<file path="src/rtl/set_max_n.sv">
// Editable BCD limit register: direct load from set_val, or digit-by-digit edit with up/down/select
// buttons, accepted on commit. max_val is the active limit and edit_val is the shadow copy under edit.
module set_max_n #(
    parameter int unsigned NDIG = 2,
    parameter logic [4*NDIG-1:0] DEF_MAX = {NDIG{4'h9}}
) (
    input  logic                    CLK,
    input  logic                    RST_n,
    input  logic                    EN_work,
    input  logic                    EN_set,
    input  logic                    load_n,
    input  logic [4*NDIG-1:0]       set_val,
    input  logic                    btn_sel,
    input  logic                    btn_up,
    input  logic                    btn_dn,
    input  logic                    commit,
    output logic [4*NDIG-1:0]       max_val,
    output logic [4*NDIG-1:0]       edit_val,
    output logic [((NDIG > 1) ? $clog2(NDIG) : 1)-1:0] edit_dig,
    output logic                    editing,
    output logic                    max_upd
);

    localparam int unsigned DW = (NDIG > 1) ? $clog2(NDIG) : 1;

    typedef enum logic [1:0] {StIdle, StEdit, StLock} state_e;

    state_e            state_q, state_d;
    logic [4*NDIG-1:0] max_q, max_d;
    logic [4*NDIG-1:0] edit_q, edit_d;
    logic [DW-1:0]     dig_q, dig_d;
    logic              upd_q, upd_d;

    function automatic logic [3:0] bcd_clamp(input logic [3:0] d);
        return (d > 4'd9) ? 4'd9 : d;
    endfunction

    // Modulo-10 step of a single digit; up and down together cancel.
    function automatic logic [3:0] bcd_step(input logic [3:0] d, input logic up, input logic dn);
        logic [3:0] r;
        r = d;
        if (up && !dn) begin
            r = (d >= 4'd9) ? 4'd0 : d + 4'd1;
        end else if (dn && !up) begin
            r = (d == 4'd0 || d > 4'd9) ? 4'd9 : d - 4'd1;
        end
        return r;
    endfunction

    always_comb begin
        state_d = state_q;
        max_d   = max_q;
        edit_d  = edit_q;
        dig_d   = dig_q;
        upd_d   = 1'b0;
        case (state_q)
            StIdle: begin
                if (EN_work && EN_set) begin
                    state_d = StEdit;
                    edit_d  = max_q;
                    dig_d   = '0;
                end else if (EN_work && !load_n) begin
                    for (int i = 0; i < NDIG; i++) begin
                        max_d[4*i +: 4] = bcd_clamp(set_val[4*i +: 4]);
                    end
                    upd_d = 1'b1;
                end
            end
            StEdit: begin
                // Leaving edit mode discards the edit and outranks commit.
                if (!EN_set || !EN_work) begin
                    state_d = StIdle;
                end else if (commit) begin
                    state_d = StLock;
                    max_d   = edit_q;
                    upd_d   = 1'b1;
                end else begin
                    for (int i = 0; i < NDIG; i++) begin
                        if (DW'(i) == dig_q) begin
                            edit_d[4*i +: 4] = bcd_step(edit_q[4*i +: 4], btn_up, btn_dn);
                        end
                    end
                    if (btn_sel) begin
                        dig_d = (dig_q == DW'(NDIG - 1)) ? '0 : dig_q + 1'b1;
                    end
                end
            end
            StLock: begin
                if (!EN_set || !EN_work) begin
                    state_d = StIdle;
                end
            end
            default: begin
                state_d = StIdle;
            end
        endcase
    end

    always_ff @(posedge CLK or negedge RST_n) begin
        if (!RST_n) begin
            state_q <= StIdle;
            max_q   <= DEF_MAX;
            edit_q  <= DEF_MAX;
            dig_q   <= '0;
            upd_q   <= 1'b0;
        end else begin
            state_q <= state_d;
            max_q   <= max_d;
            edit_q  <= edit_d;
            dig_q   <= dig_d;
            upd_q   <= upd_d;
        end
    end

    assign max_val  = max_q;
    assign edit_val = edit_q;
    assign edit_dig = dig_q;
    assign editing  = (state_q == StEdit);
    assign max_upd  = upd_q;

endmodule

</file>
<file path="config.mk">
export PLATFORM = sky130hd
export DESIGN_NAME = set_max_n
export DESIGN_NICKNAME = d
export VERILOG_FILES = /design/src/rtl/set_max_n.sv
export SDC_FILE = /design/constraint.sdc
export NUM_CORES = 1
export LEC_CHECK = 0
export CAP_MARGIN = 20
export CORE_MARGIN = 4
export CORE_UTILIZATION = 39
export CTS_CLUSTER_SIZE = 16
export DETAILED_ROUTE_END_ITERATION = 8
export PLACE_DENSITY = 0.69
export SYNTH_ARGS = -nofsm -noshare
export SYNTH_HDL_FRONTEND = slang
export SYNTH_SLANG_ARGS = --single-unit
</file>
<file path="constraint.sdc">
create_clock -name CLK -period 3.1 [get_ports CLK]
set_input_delay 0.775 -clock CLK [delete_from_list [all_inputs] [get_ports CLK]]
set_output_delay 0.775 -clock CLK [all_outputs]
set_load 0.005 [all_outputs]
</file>
==> impl_metrics.yaml <==
sta:
  hold_viol: 0
  drv_slew: 0
  slew_headroom: 0.663
  tightest_slew_ps: 504
  rsz0062_at_grt: "false"
  fin_crit_ps: 2450
  period_share: 0.790
  fmax_mhz: 409
  setup_violations: 0
  skew_ps: 6.07
  fin_tns_setup_ps: 0
global_route:
  globalRouteMet3Util: 0.0327
  grt_pass1_vias: 1389
  grt_util_met1: 0.219
  antenna_found_initial: 0
  grt_pass1_wl_mm: 6.75
  overflow: 0
  grt_max_degree: 28
  top_usage_layer: "met2"
  use_met2: 0.282
  grt_util_all_layers: 0.166
clock_tree:
  clkTransAtPathRegs_ps: 80
  htreeDepth: 1
  cts_made_buffers: 3
  tritoncts: "built"
  cts_setup_buffers: 0
  post_cts_resized: 0
  holdBufCountCts: 0
  cts_root_buf: "clkbuf_8"
  clockBufferDepth: 2
  insertion_delay_ps: 260
  clock-sinks: 20
job:
  cap_violations: 0
synth:
  synth_ff_type: "dfrtp_1"
  synth.net_count: 193
  yosysTopAreaCellShare: 0.196
  yosys_warnings: 0
  syn-cell-area_um2: 1540
  ys_ff_latch: 20
  async_flop_share: 1.00
  synth_edf_count: 0
  yosys.area.top_type: "dfrtp_1"
  synth.distinct_cells: 49
  seq_area_frac_synth: 0.333
  avgSynthCellArea_um2: 9.08
  synth_area_leaders: "dfrtp_1 20%, dfstp_2 14%, o21ai_0 5.9%"
  netlist_instances: 169
floorplan:
  dieArea_um2: 5000
  die_w_um: 70.7
  io_pins: 36
  num_rows: 22
  start_util: 0.410
  die_h_um: 70.7
  coreArea_um2: 3740
layout:
  fin_nets: 226
  drive_gt1_frac: 0.129
  area_growth_pct: 27.8
  fin_cells: 249
  ff_latch_area_um2: 510
  multi_input_area_um2: 898
  n_antenna_cell: 0
  final_core_util: 0.524
  fillers: 363
setup_path:
  r2r_start: "edit_val[0]"
  required_ps: 2320
  end_kind: "primary output"
  worst_ep_arrival_time_ps: 1670
  crit_type: "register to primary output"
  r2r_cells: 6
  cp-start-kind: "register"
  rrSetupSlack_ps: 1160
  critPathMaxFanout: 9
  cp-endpoint: "editing"
  worst_r2r_endpoint: "edit_val[1]"
  critPathLaunch: "state_q[0]"
route:
  drc: 0
  wl_per_cell_um: 15.9
  vias: 1431
  drtIter0Drc: 172
  antenna_left: 0
  via_per_inst: 5.75
  drtPass1Iterations: 4
  wirelength_mm: 3.95
place:
  placed_cells: 245
  place.gp.congestion: 0.839
  dpl.hpwl_mm: 3.00
  io_buffers: 35
power_and_ir_drop:
  powerDensity_nw_per_um2: 615
  leakage_uw: 0.000789
  report.power.total_uw: 1210
  vdd_drop_max_mv: 0.411
worst_hold_path:
  hold_path.class: "register to register"
outcome:
  outcome: "complete, no violations"
-- power breakdown --
group	leakage (uW)	internal, uW	switching (uW)
combinational	0.000512	270	223
sequential	0.000242	342	110
clock	0.0000357	172	90.5
-- worst max-delay path, stage by stage (launching register included) --
cell and delay (ps):
dfrtp_1 510, nand2b_1 280, inv_2 110, clkdlybuf4s50_1 500
-- cells in the mapped netlist (3+ instances only) --
library cell and instances:
nand2_1 13, nand2b_1 4, dfrtp_1 12, inv_1 12, a22o_1 5, buf_6 4
dfstp_2 8, o21ai_0 18, and3_1 3, ha_1 7, nor3b_1 8, mux2i_1 3
buf_2 4, nor2_1 12, a21oi_1 8, o21ai_1 4
-- logic make-up after synthesis --
group	share of synthesized area
simple gates	0.217
xor+xnor	0.0171
buf+inv	0.0823
compound gates	0.275
flops	0.333
fa+ha+maj	0.0570
mux	0.0196
-- final cells by class --
cell class                      instances  area share
Multi-Input combinational cell        126       0.458
Sequential cell                        20       0.260
Timing Repair Buffer                   38       0.190
Tap cell                               48      0.0306
Inverter                               13      0.0249
Clock buffer                            3      0.0210
Clock inverter                          1      0.0153
-- state kept, by name, summed over array words and instances, names as in the netlist --
| signal | count |
|---|---|
| max_val | 8 |
| edit_val | 8 |
| edit_dig | 1 |
| state_q | 2 |
| max_upd | 1 |
-- placed cells by master, fill, tap and decap left out, types with 3 or more instances in the layout --
master,n
nand2b_1,4
buf_4,3
ha_1,7
inv_1,12
mux2i_1,3
clkdlybuf4s50_1,35
clkbuf_8,3
nor2_1,12
a21oi_1,8
dfrtp_1,12
nor3b_1,8
nand2_1,13
o21ai_1,4
a22o_1,5
dfstp_2,8
and3_1,3
o21ai_0,18
-- per-stage QoR --
| step | setup WS [ps] | instance area [um^2] | hold slack, ps |
|---|---|---|---|
| finish | 652 | 1960 | 494 |
| detailed placement | 656 | 1890 | 490 |
| global route | 549 | 1960 | 522 |
| global placement | 673 | 1890 | 478 |
| floorplan | 1390 | 1540 | 474 |
| CTS | 641 | 1960 | 504 |
-- worst min path at each step --
stage | start | end | slack (ps) | cells past startpoint
after floorplan | max_val[0] | max_val[0] | 470 | 2
after global placement | max_val[0] | max_val[0] | 480 | 2
after detailed placement | max_val[4] | max_val[4] | 490 | 2
after CTS | max_val[7] | max_val[7] | 500 | 2
after global routing | max_val[0] | edit_val[0] | 520 | 2
final | max_val[7] | max_val[7] | 490 | 2
-- per-layer routing --
layer,share of wire,routed length [um]
met1,0.42,1660
met2,0.49,1930
met3,0.084,332
met4,0.0076,30
met5,0,0
Power figures use the tool's default switching activity.
